--- src/rtl/debounce_multi_if.sv ---
// Signal bundle for debounce_multi: raw switch levels in, clean levels and one-cycle events out.
interface debounce_multi_if #(
    parameter int unsigned CH = 4
);
    logic [CH-1:0] din;
    logic [CH-1:0] dout;
    logic [CH-1:0] rise;
    logic [CH-1:0] fall;
    logic          tick;
    logic [CH-1:0] long_press;

    modport master (output din, input dout, rise, fall, tick, long_press);
    modport slave  (input din, output dout, rise, fall, tick, long_press);
endinterface

--- src/rtl/debounce_multi.sv ---
// Multi-channel unanimous-sample switch debouncer with a shared sample prescaler.
// Optional long-press detector compiled in with `define DEBOUNCE_LONGPRESS_EN.
module debounce_multi #(
    parameter int unsigned CH         = 4,
    parameter int unsigned PSC_DIV    = 250000,
    parameter int unsigned SAMPLES    = 3,
    parameter int unsigned LONG_TICKS = 40
) (
    input logic             clk,
    input logic             rst_n,
    debounce_multi_if.slave bus
);
    localparam int unsigned PW = $clog2(PSC_DIV);
    localparam logic [PW-1:0] PSC_LAST = PW'(PSC_DIV - 1);

    if (CH < 1 || PSC_DIV < 2 || SAMPLES < 2 || LONG_TICKS < 1) begin : g_bad_cfg
        $error("debounce_multi: parameter out of range");
    end

    logic [PW-1:0]      psc_q;
    logic               tick_c;
    logic [1:0]         sync_q [CH];
    logic [SAMPLES-1:0] samp_q [CH];
    logic [CH-1:0]      all_ones_c;
    logic [CH-1:0]      all_zeros_c;
    logic [CH-1:0]      dout_q;
    logic [CH-1:0]      rise_q;
    logic [CH-1:0]      fall_q;

    // Shared sample strobe: last count of the prescaler period.
    assign tick_c = (psc_q == PSC_LAST);

    always_ff @(posedge clk or negedge rst_n) begin
        if (!rst_n) begin
            psc_q <= '0;
        end else if (tick_c) begin
            psc_q <= '0;
        end else begin
            psc_q <= psc_q + PW'(1);
        end
    end

    // Two-flop synchroniser feeding a shift register that only advances on tick.
    always_ff @(posedge clk or negedge rst_n) begin
        if (!rst_n) begin
            for (int i = 0; i < CH; i++) begin
                sync_q[i] <= 2'b00;
                samp_q[i] <= '0;
            end
        end else begin
            for (int i = 0; i < CH; i++) begin
                sync_q[i] <= {sync_q[i][0], bus.din[i]};
                if (tick_c) begin
                    samp_q[i] <= {samp_q[i][SAMPLES-2:0], sync_q[i][1]};
                end
            end
        end
    end

    always_comb begin
        all_ones_c  = '0;
        all_zeros_c = '0;
        for (int i = 0; i < CH; i++) begin
            all_ones_c[i]  = &samp_q[i];
            all_zeros_c[i] = ~|samp_q[i];
        end
    end

    // Mixed sample windows leave the level untouched, giving hysteresis.
    always_ff @(posedge clk or negedge rst_n) begin
        if (!rst_n) begin
            dout_q <= '0;
            rise_q <= '0;
            fall_q <= '0;
        end else begin
            dout_q <= (dout_q | all_ones_c) & ~all_zeros_c;
            rise_q <= all_ones_c & ~dout_q;
            fall_q <= all_zeros_c & dout_q;
        end
    end

    assign bus.dout = dout_q;
    assign bus.rise = rise_q;
    assign bus.fall = fall_q;
    assign bus.tick = tick_c;

`ifdef DEBOUNCE_LONGPRESS_EN
    localparam int unsigned HW = $clog2(LONG_TICKS + 1);
    localparam logic [HW-1:0] HOLD_MAX = HW'(LONG_TICKS);
    localparam logic [HW-1:0] HOLD_PRE = HW'(LONG_TICKS - 1);

    logic [HW-1:0] hold_q [CH];
    logic [CH-1:0] long_q;

    // Hold counter saturates, so the pulse fires once per press.
    always_ff @(posedge clk or negedge rst_n) begin
        if (!rst_n) begin
            for (int i = 0; i < CH; i++) begin
                hold_q[i] <= '0;
            end
            long_q <= '0;
        end else begin
            for (int i = 0; i < CH; i++) begin
                long_q[i] <= dout_q[i] & tick_c & (hold_q[i] == HOLD_PRE);
                if (!dout_q[i]) begin
                    hold_q[i] <= '0;
                end else if (tick_c && (hold_q[i] != HOLD_MAX)) begin
                    hold_q[i] <= hold_q[i] + HW'(1);
                end
            end
        end
    end

    assign bus.long_press = long_q;
`else
    assign bus.long_press = '0;
`endif

endmodule

--- src/flat_wrapper.sv ---
// flat-port wrapper written by rule: the top's interface ports become plain ports
module debounce_multi_flat 
#(
    parameter int unsigned CH         = 4,
    parameter int unsigned PSC_DIV    = 250000,
    parameter int unsigned SAMPLES    = 3,
    parameter int unsigned LONG_TICKS = 40
)
  (clk, rst_n, bus_din, bus_dout, bus_rise, bus_fall, bus_tick, bus_long_press);
  debounce_multi_if #(.CH(CH)) bus_i ();
  input logic clk;
  input logic rst_n;
  input wire logic [$bits(bus_i.din)-1:0] bus_din;
  output wire logic [$bits(bus_i.dout)-1:0] bus_dout;
  output wire logic [$bits(bus_i.rise)-1:0] bus_rise;
  output wire logic [$bits(bus_i.fall)-1:0] bus_fall;
  output wire logic [$bits(bus_i.tick)-1:0] bus_tick;
  output wire logic [$bits(bus_i.long_press)-1:0] bus_long_press;
  assign bus_i.din = bus_din;
  assign bus_dout = bus_i.dout;
  assign bus_rise = bus_i.rise;
  assign bus_fall = bus_i.fall;
  assign bus_tick = bus_i.tick;
  assign bus_long_press = bus_i.long_press;
  debounce_multi #(.CH(CH), .PSC_DIV(PSC_DIV), .SAMPLES(SAMPLES), .LONG_TICKS(LONG_TICKS)) u_core (.clk(clk), .rst_n(rst_n), .bus(bus_i));
endmodule
--- config.mk ---
export PLATFORM = sky130hd
export DESIGN_NAME = debounce_multi_flat
export DESIGN_NICKNAME = d
export VERILOG_FILES = /design/src/rtl/debounce_multi_if.sv /design/src/rtl/debounce_multi.sv /design/src/flat_wrapper.sv
export SDC_FILE = /design/constraint.sdc
export NUM_CORES = 1
export LEC_CHECK = 0
export CORE_ASPECT_RATIO = 0.9
export CORE_MARGIN = 10
export CORE_UTILIZATION = 54
export DETAILED_ROUTE_END_ITERATION = 12
export PLACE_DENSITY = 0.86
export SLEW_MARGIN = 20
export SYNTH_ARGS = -nofsm -noshare
export SYNTH_HDL_FRONTEND = slang
export SYNTH_SLANG_ARGS = --single-unit
--- constraint.sdc ---
create_clock -name clk -period 2.71 [get_ports clk]
set_input_delay 0.542 -clock clk [delete_from_list [all_inputs] [get_ports clk]]
set_output_delay 0.542 -clock clk [all_outputs]
set_load 0.05 [all_outputs]
==> results by group, run 1 <==
Run status
  – Outcome: completed

Die
  – Die area: 0.006528 mm2
  – Rows: 20
  – Die H: 77.66 um
  – Core footprint: 0.003478 mm2
  – Die width: 84.06 um
  – Ports: 23
  – Initial Utilization: 57.34%

Flow run
  – Max Cap Viol: 0

Logic synthesis
  – EDFF count, synth: 0
  – Top cells by area, synth: dfrtp_1 (63%), mux2_2 (6.8%), xnor2_1 (3.5%), xor2_1 (3.1%), nor4_1 (2.5%)
  – Xor/xnor share of the synthesized area: 6.587%
  – Post-Syn Instances: 160
  – Yosys top cell by area: dfrtp_1
  – Synth Area in Simple Gates: 16.50%
  – Most frequent cell after synthesis: dfrtp_1
  – Mux share of post-synthesis cell area: 6.775%
  – Seq/Total Area, Yosys: 62.74%
  – Yosys reg bits: 50
  – Syn Area/Cell: 12.47 um2
  – Number of distinct library cells after synthesis: 24
  – Post-synthesis adder-cell area fraction: 0.6274%
  – Top post-synthesis cells by count: dfrtp_1 (50), mux2_2 (12), nor2_1 (12), nand2_1 (11)
  – Asr flop ratio synth: 100.0%
  – Synthesized cell area: 0.001994 mm2
  – Compound-Gate Fraction of Synth Area: 3.262%
  – Top cell type's share of synthesized area: 62.74%
  – Most used DFF post-synth: dfrtp_1
  – Largest family of logic cells by synthesized area: simple AND/OR/NAND/NOR gates
  – Yosys warnings: 0

Clocking
  – Total CTS buffers: 5
  – Worst skew pair latency: 0.30 ns
  – Post-CTS Setup Bufs: 0
  – Gates resized, CTS repair: 0
  – Clock-pin slew on the worst setup and hold paths: 0.09 ns
  – CTS H-Tree Depth: 2
  – Clk sinks: 50
  – Clk root buf: clkbuf_8
  – Hold buffers post-CTS: 0
  – Clock Path Buffers: 2
  – CTS tree: yes

Route
  – Routed wire length: 3.464 mm
  – Routed vias: 1,302
  – Met3 wire length: 217 um
  – Initial DRT Pass Iterations: 4
  – Max layer used: met4
  – Initial DRC count: 126
  – Met1 WL: 1.402 mm
  – WL met2: 1.759 mm
  – DRT antenna net count: 0
  – Vias/cell: 5.711
  – Wire length per cell: 15.19 um
  – DR DRC count: 0

Global route
  – Vias in the first global route: 1,383
  – First-pass GRT wire length: 6.223 mm
  – GRT Util Overall: 11.53%
  – Initial antenna violation count: 0
  – Largest net degree at the start of global routing: 27
  – GRT overflow: 0

Setup path
  – Worst path cell trace: ha_1 -> nand3_1 -> nor4_2 -> buf_12
  – Worst path bufs/invs: 1
  – Crit-path max cell delay: 0.51 ns
  – Arrival time worst endpoint: 1.95 ns
  – Critical path type: register to output pin
  – Cell family with most CP delay: simple AND/OR/NAND/NOR gates
  – Slowest CP cell: nor4_2
  – Crit path max fanout: 9
  – Worst setup SP type: register
  – Critical path endpoint category: output pin
  – Req. time, crit path: 2.17 ns

Finish
  – Area of the multi-input gates: 694.4 um2
  – Ratio of cells with drive above 1 in the final layout: 14.67%
  – NumNets Final: 190
  – Antenna Cells: 0
  – Layout area overhead: 16.56%
  – # fillers: 240
  – Register area: 0.001251 mm2

STA
  – Slew HR: 64.68%
  – FMAX: 401.3 MHz
  – Final Hold Viols: 0
  – Tcrit/Tclk final: 91.94%
  – Setup TNS: 0 ns
  – Shortest period the worst path allows: 2.492 ns
  – Pin slew with the least headroom to its limit: 0.5298 ns
  – Worst hold slack: 0.2070 ns
  – Max Slew Vio Count: 0
  – Setup Skew: 0.004292 ns
  – RSZ-0062 raised after global routing: no
  – Final setup violating endpoints: 0

Power
  – Int Pwr: 0.001029 W
  – Psw: 0.0002629 W
  – Peak VDD IR: 0.4387 mV
  – Seq pwr share: 58.2%
  – Leak: 1.037 nW
  – PwrDens: 555.8 mW/mm2
  – Fraction of power consumed by the clock network: 39.2%
  – Sw Ratio: 20.35%
  – Combinational power share: 2.6%

Place
  – GPL Wtd Cong: 0.8066
  – Port buffer count: 18
  – Detailed Place HPWL: 2.460 mm

Hold path
  – HP Class: input pin to async pin
## cell families after synthesis
logic type,Yosys count
and+or+nand+nor,57
DFF,50
xor gates and xnor gates,15
AOI/OAI and AO/OA,13
muxes,12
buffers and inverters,11
adders and majority gates,1
other,1
## sequential cells by signal, summed over array words and instances (netlist names)
name             cells
u_core.sync_q        8
u_core.samp_q       12
u_core.bus.fall      4
u_core.bus.rise      4
u_core.bus.dout      4
u_core.psc_q        18
## path summary, 6_finish.rpt
check | from | to | slack, ns | cells past startpoint
setup / recovery | u_core.psc_q[0]$_DFF_PN0_ | bus_tick | 0.22 | 4
hold / removal | rst_n | u_core.bus.dout[0]$_DFF_PN0_ | 0.21 | 1
setup reg to reg | u_core.psc_q[0]$_DFF_PN0_ | u_core.samp_q[6]$_DFFE_PN0N_ | 0.55 | 5
hold reg to reg | u_core.sync_q[2]$_DFF_PN0_ | u_core.sync_q[3]$_DFF_PN0_ | 0.36 | 0
max in group asynchronous | rst_n | u_core.psc_q[9]$_DFF_PN0_ | 1.78 | 2
min in group clk | u_core.sync_q[2]$_DFF_PN0_ | u_core.sync_q[3]$_DFF_PN0_ | 0.36 | 0
## per-stage QoR
step                      std cells  util (%)  setup WS, ns  total power, W  cell area, um2
after floorplan                 163         -        0.2667       0.0007838            2012
after global placement          220     63.71        0.6406       0.0008003            2216
after detailed placement        220     63.71        0.5455       0.0008020            2216
after CTS                       228     66.83        0.2083        0.001304            2325
after global routing            228     66.83       0.05502        0.001335            2325
final                           228     66.83        0.2184        0.001292            2325
## final cells by class
type	count	share of cell area, %
repair buffers	20	8.611
clock inverters	3	1.722
clock buffers	5	2.960
multi-input cells	102	29.87
flip-flops and latches	50	53.82
well taps	44	2.368
inverters	4	0.6459
## metal layers
metal | GRT usage, % | up-vias
li1 | - | 600
met1 | 12.61 | 650
met2 | 18.69 | 40
met3 | 4.071 | 12
met4 | 7.358 | 0
met5 | 0 | -
## power groups by stage
stage / sequential [W] / combinational, W / clock, W
final: 0.000753 / 0.0000331 / 0.000506
after global routing: 0.000753 / 0.0000370 / 0.000545
after detailed placement: 0.000768 / 0.0000343 / 0
after global placement: 0.000767 / 0.0000328 / 0
after floorplan: 0.000767 / 0.0000166 / 0
after CTS: 0.000753 / 0.0000341 / 0.000517
## placed cells by master (no fill, tap or decap), types with 2 or more instances in the layout
cell and n:
a21oi_1 5, and4_1 3, buf_4 2, clkbuf_8 5, clkdlybuf4s50_1 16, clkinv_2 2, conb_1 4, dfrtp_1 50
inv_1 4, mux2_2 12, nand2_1 11, nand3_1 3, nand4_1 6, nor2_1 12, nor3_1 6, nor4_1 7
nor4b_1 4, o21ai_0 8, xnor2_1 8, xor2_1 7
Power figures use the tool's default switching activity.
==> run 2, diff against run 1 <==
--- a/config.mk
+++ b/config.mk
@@ -8,6 +8,7 @@
 export CORE_ASPECT_RATIO = 0.9
 export CORE_MARGIN = 10
 export CORE_UTILIZATION = 54
+export CTS_CLUSTER_DIAMETER = 40
 export DETAILED_ROUTE_END_ITERATION = 12
 export PLACE_DENSITY = 0.86
 export SLEW_MARGIN = 20
==> results of run 2 <==
Final layout, timing and power as in run 1 (identical DEF).
==> run 3, diff against run 2 <==
--- a/config.mk
+++ b/config.mk
@@ -10,6 +10,7 @@
 export CORE_UTILIZATION = 54
 export CTS_CLUSTER_DIAMETER = 40
 export DETAILED_ROUTE_END_ITERATION = 12
+export GPL_TIMING_DRIVEN = 0
 export PLACE_DENSITY = 0.86
 export SLEW_MARGIN = 20
 export SYNTH_ARGS = -nofsm -noshare
==> run 3 against run 2 <==
- core utilization increased by 0.90 points
- routed wire length down 0.32%
- die area stayed put
- sequential share of layout area shrank 0.71 points
- via count down 0.31%
- worst hold slack gained 0.026 ns
- global-route usage decreased by 0.22 points
- cell count up 2.6%
- sequential power is essentially flat
- non-clock buffer count rose by 6
- combinational power is 26% higher
==> results by group, run 3 (same netlist as run 1, synthesis figures left out) <==
Finish
  – NumNets Final: 196
  – Register area: 0.001251 mm2
  – Ratio of cells with drive above 1 in the final layout: 16.84%
  – # fillers: 244
  – Util after Layout: 67.73%
  – Area of the multi-input gates: 694.4 um2
  – Most frequent cells in the layout: dfrtp_1 (50), clkdlybuf4s50_1 (16), nor2_1 (12), mux2_2 (12), nand2_1 (11)
  – Layout area overhead: 18.13%
  – Max reg flops: 18
  – Top flop regs: u_core.psc_q: 18 flops, u_core.samp_q: 12 flops, u_core.sync_q: 8 flops
  – Top reg by flops: u_core.psc_q
  – Most common cell after layout, fill and taps aside: dfrtp_1
  – Antenna Cells: 0

STA
  – Tcrit/Tclk final: 91.97%
  – Final Hold Viols: 0
  – Worst hold slack: 0.2332 ns
  – Final setup violating endpoints: 0
  – Slew HR: 61.68%
  – Max Slew Vio Count: 0
  – RSZ-0062 raised after global routing: no
  – Setup Skew: 0.006455 ns
  – Setup TNS: 0 ns
  – Shortest period the worst path allows: 2.492 ns
  – Pin slew with the least headroom to its limit: 0.5747 ns
  – FMAX: 401.2 MHz

Route
  – Routed vias: 1,298
  – DRT antenna net count: 0
  – Initial DRT Pass Iterations: 4
  – Initial DRC count: 130
  – DR DRC count: 0
  – Vias/cell: 5.547
  – Wire length per cell: 14.76 um
  – Routed wire length: 3.453 mm

Global route
  – Vias in the first global route: 1,361
  – Initial antenna violation count: 0
  – GRT Util Overall: 11.31%
  – Largest net degree at the start of global routing: 28
  – First-pass GRT wire length: 6.113 mm
  – GRT overflow: 0

Die
  – Core footprint: 0.003478 mm2
  – Die area: 0.006528 mm2
  – Initial Utilization: 57.34%
  – Die H: 77.66 um
  – Rows: 20
  – Ports: 23
  – Die width: 84.06 um

Setup path
  – Critical path endpoint category: output pin
  – Worst reg2reg path depth: 5
  – Critical path type: register to output pin
  – Arrival time worst endpoint: 1.95 ns
  – Slowest CP cell: dfrtp_1
  – Worst path cell trace: ha_1 -> nand3_1 -> nor4_2 -> clkbuf_2
  – Req. time, crit path: 2.17 ns
  – Crit-path max cell delay: 0.42 ns
  – Crit path max fanout: 9
  – Reg2Reg Launch Point: u_core.psc_q[0]$_DFF_PN0_
  – Worst setup SP type: register
  – Setup crit start: u_core.psc_q[0]$_DFF_PN0_

Place
  – GPL Wtd Cong: 0.8177
  – Detailed Place HPWL: 2.548 mm
  – Port buffer count: 18

Hold path
  – HP Class: input pin to async pin

Power
  – Peak VDD IR: 0.3467 mV
  – Leak: 1.062 nW
  – PwrDens: 521.3 mW/mm2
  – Pwr Total: 0.001228 W

Clocking
  – Clk sinks: 50
  – CTS tree: yes
  – Post-CTS Setup Bufs: 0
  – CTS H-Tree Depth: 2
  – Clock-pin slew on the worst setup and hold paths: 0.08 ns
  – Hold buffers post-CTS: 0
  – Worst skew pair latency: 0.30 ns
  – Total CTS buffers: 5
  – Clk root buf: clkbuf_8
  – Clock Path Buffers: 2

Run status
  – Outcome: completed

Flow run
  – Max Cap Viol: 0
-- run 3: report_power, final --
group / switching, W / total [W] / internal [W]
logic: 0.0000281 / 0.0000416 / 0.0000135
clock network: 0.000228 / 0.000434 / 0.000206
registers: 0.00000164 / 0.000753 / 0.000751
total: 0.000257 / 0.00123 / 0.000971
-- run 3: worst paths after layout --
check / slack, ns / end
worst min register to register: 0.36 / u_core.sync_q[3]$_DFF_PN0_
worst min-delay path: 0.23 / u_core.sync_q[0]$_DFF_PN0_
worst max register to register: 0.54 / u_core.samp_q[0]$_DFFE_PN0N_
worst max-delay path: 0.22 / bus_tick
min in group clk: 0.36 / u_core.sync_q[3]$_DFF_PN0_
max in group asynchronous: 1.96 / u_core.bus.fall[0]$_DFF_PN0_
-- run 3: repair_timing --
| action | in CTS | in global routing |
|---|---|---|
| setup endpoints to repair | 1 | 1 |
| resized for setup | 2 | 2 |
| pin swaps | 0 | 0 |
-- run 3: layout make-up --
class / instances / area share [%]
buffer: 7 / 2.177
inverter: 4 / 0.6373
multi-input combinational: 102 / 29.47
clock inverter: 1 / 0.2124
sequential: 50 / 53.11
clock buffer: 7 / 3.664
timing repair buffer: 19 / 8.391
tap: 44 / 2.337
-- run 3: per-layer routing --
metal	wire [um]	share of wire [%]	global-route usage, %	vias up
met2	1716	50	18.54	37
met5	0	0	0	-
met4	49	1.4	6.187	0
met1	1460	42	12.43	647
li1	-	-	-	609
met3	226	6.5	4.280	5
-- run 3: critical path, delay by kind of cell, from the launching register on --
family	cells	cell delay (ns)
adders and majority gates	1	0.21
buffers and inverters	1	0.32
DFF	1	0.42
and+or+nand+nor	2	0.71
-- run 3: per-stage QoR --
step	cells	setup slack [ns]	area (um2)
4_1_cts	234	0.001310	2361
3_3_place_gp	225	-0.09025	2247
2_1_floorplan	163	0.2667	2012
6_report	234	0.2176	2356
5_1_grt	234	0.1050	2356
3_5_place_dp	226	0.01223	2270
==> patch, RTL diff (config.mk and constraints of run 3) <==
`SAMPLES` is set to 3 in 2 places; all go to 2.
--- a/src/rtl/debounce_multi.sv
+++ b/src/rtl/debounce_multi.sv
@@ -4,5 +4,5 @@
     parameter int unsigned CH         = 4,
     parameter int unsigned PSC_DIV    = 250000,
-    parameter int unsigned SAMPLES    = 3,
+    parameter int unsigned SAMPLES    = 2,
     parameter int unsigned LONG_TICKS = 40
 ) (
--- a/src/flat_wrapper.sv
+++ b/src/flat_wrapper.sv
@@ -4,5 +4,5 @@
     parameter int unsigned CH         = 4,
     parameter int unsigned PSC_DIV    = 250000,
-    parameter int unsigned SAMPLES    = 3,
+    parameter int unsigned SAMPLES    = 2,
     parameter int unsigned LONG_TICKS = 40
 )
Check against the original RTL: same outputs for any inputs over 10 cycles, from zero or initial values and one cycle with rst_n low; that may be too few to reach the edited logic, so the function may still have changed.
==> patch against run 3 <==
Total power fell by 5.9%. Critical path depth is 1 higher. Wire length shrank 11%. Final area is 8.4% lower. Worst setup slack worse by 0.047 ns. Sequential cell count down 4. Area after synthesis is 10% lower. Via count down 14%.
==> patch: results (changes against run 3) <==
Critical path
  – Largest fanout on the critical path: 6 (-3)
  – CP peak stage delay: 0.40 ns (-0.02 ns)
  – Flop-to-flop setup slack: 0.52 ns (-0.02 ns)
  – CP max-delay cell: clkdlybuf4s15_2
  – Data arrival, critical path: 2.00 ns (+0.05 ns)

Power and ir drop
  – Max VDD drop: 426 uV (+23%)
  – Leakage: 0.996 nW (-6.2%)

Cells and area
  – Final Non-Filler Cells: 211 (-9.8%)
  – Fillers: 223 (-8.6%)
  – Share of layout cells above drive strength 1: 16.6% (-0.27 points)
  – Nets: 175 (-11%)
  – Top Registers: u_core.psc_q (18), u_core.samp_q (8), u_core.sync_q (8)

Global routing
  – Pin count of the biggest net entering global routing: 29 (+3.6%)
  – GRT Util Overall: 11.6% (+0.31 points)
  – Global-route wire length before repair: 5310 um (-13%)
  – Vias in the first global route: 1157 (-15%)

Route
  – Drt first pass iters: 4 (unchanged)
  – Routed WL per cell: 14.6 um (-0.82%)
  – Iteration-0 DRC count of the detailed router: 96 (-26%)
  – Vias: 1116 (-14%)

Logic synthesis
  – Sequential area share after synthesis: 64.1% (+1.4 points)
  – Largest cells by area after synthesis: dfrtp_1 (64%), mux2_2 (5.0%), xnor2_1 (3.9%)
  – Synth cell types: 22 (-8.3%)
  – Syn Inst Count: 139 (-13%)
  – Top cells by count, synth: dfrtp_1 (46), nor2_1 (16), nand2_1 (11)

Timing
  – Layout Skew: 0.00502 ns (-0.00143 ns)
  – Slew @ Worst Pin: 0.651 ns (+0.0765 ns)
  – Hold_ws: 0.173 ns (-0.0603 ns)

Status
  – Outcome: complete, no violations

Placed design
  – Area after DPL: 2060 sq um (-9.2%)
  – Cells after DPL: 203 (-10%)
  – RePlAce Congestion: 0.820 (+0.26%)
  – Post-DP HPWL: 2270 um (-11%)

Clock tree
  – Reg clk slew, reported paths: 0.08 ns (about the same)
==> patch: layer usage <==
metal | GRT usage [%] | wire [um]
met1 | 13.3 | 1350
met2 | 18.3 | 1490
met3 | 3.69 | 147
met4 | 8.06 | 99
met5 | 0 | 0
==> patch: where the power goes <==
part / switching (W) / internal (W) / total [W]
clock network: 0.000217 / 0.000206 / 0.000423
registers: 0.00000170 / 0.000692 / 0.000693
logic: 0.0000264 / 0.0000124 / 0.0000388
total: 0.000246 / 0.000910 / 0.00116
==> patch: cell families (layout without fill, tap and decap cells) <==
| logic type | after synthesis | in the layout | synth area share, % |
|---|---|---|---|
| simple gates | 57 | 57 | 17.8 |
| flops | 46 | 46 | 64.1 |
| xor+xnor | 15 | 15 | 7.32 |
| mux | 8 | 8 | 5.02 |
| buf+inv | 6 | 33 | 2.37 |
| fa+ha+maj | 5 | 5 | 2.93 |
| other cells | 1 | 4 | 0.209 |
| compound gates | 1 | 1 | 0.278 |
==> patch: cell type report <==
cell class	count	area [sq um]	share of cell area (%)
Timing Repair Buffer	19	196	9.10
Clock inverter	1	5.00	0.232
Clock buffer	7	86.3	4.00
Multi-Input combinational cell	90	624	28.9
Buffer	6	42.5	1.97
Sequential cell	46	1150	53.3
Tap cell	42	52.6	2.43
==> patch: final timing paths <==
check / from / end / cells after the start
min reg2reg: u_core.sync_q[0]$_DFF_PN0_ / u_core.sync_q[1]$_DFF_PN0_ / 0
min: rst_n / u_core.sync_q[5]$_DFF_PN0_ / 1
min in group clk: u_core.sync_q[0]$_DFF_PN0_ / u_core.sync_q[1]$_DFF_PN0_ / 0
max: u_core.psc_q[4]$_DFF_PN0_ / bus_tick / 5
max reg2reg: u_core.psc_q[4]$_DFF_PN0_ / u_core.samp_q[3]$_DFFE_PN0N_ / 5
max in group asynchronous: rst_n / u_core.bus.rise[0]$_DFF_PN0_ / 2
==> patch: per-stage QoR <==
stage               setup WS [ns]  total power (W)
floorplan                   0.267         0.000723
global placement           0.0330         0.000743
detailed placement       -0.00704         0.000747
CTS                        0.0954          0.00116
global route               0.0564          0.00120
finish                      0.171          0.00116
==> patch: worst register-to-register path: cells and delay by family (launching register included) <==
kind	cells	cell delay, ns
AND/OR/NAND/NOR	3	1.17
multiplexers	1	0.41
flip-flops	1	0.36
buffers and inverters	1	0.15
==> patch: what timing repair did <==
action | in CTS | in global routing
pin swaps | 0 | 0
endpoints found under the setup margin | 1 | 1
hold buffers | 0 | 0
gates resized for setup | 4 | 1
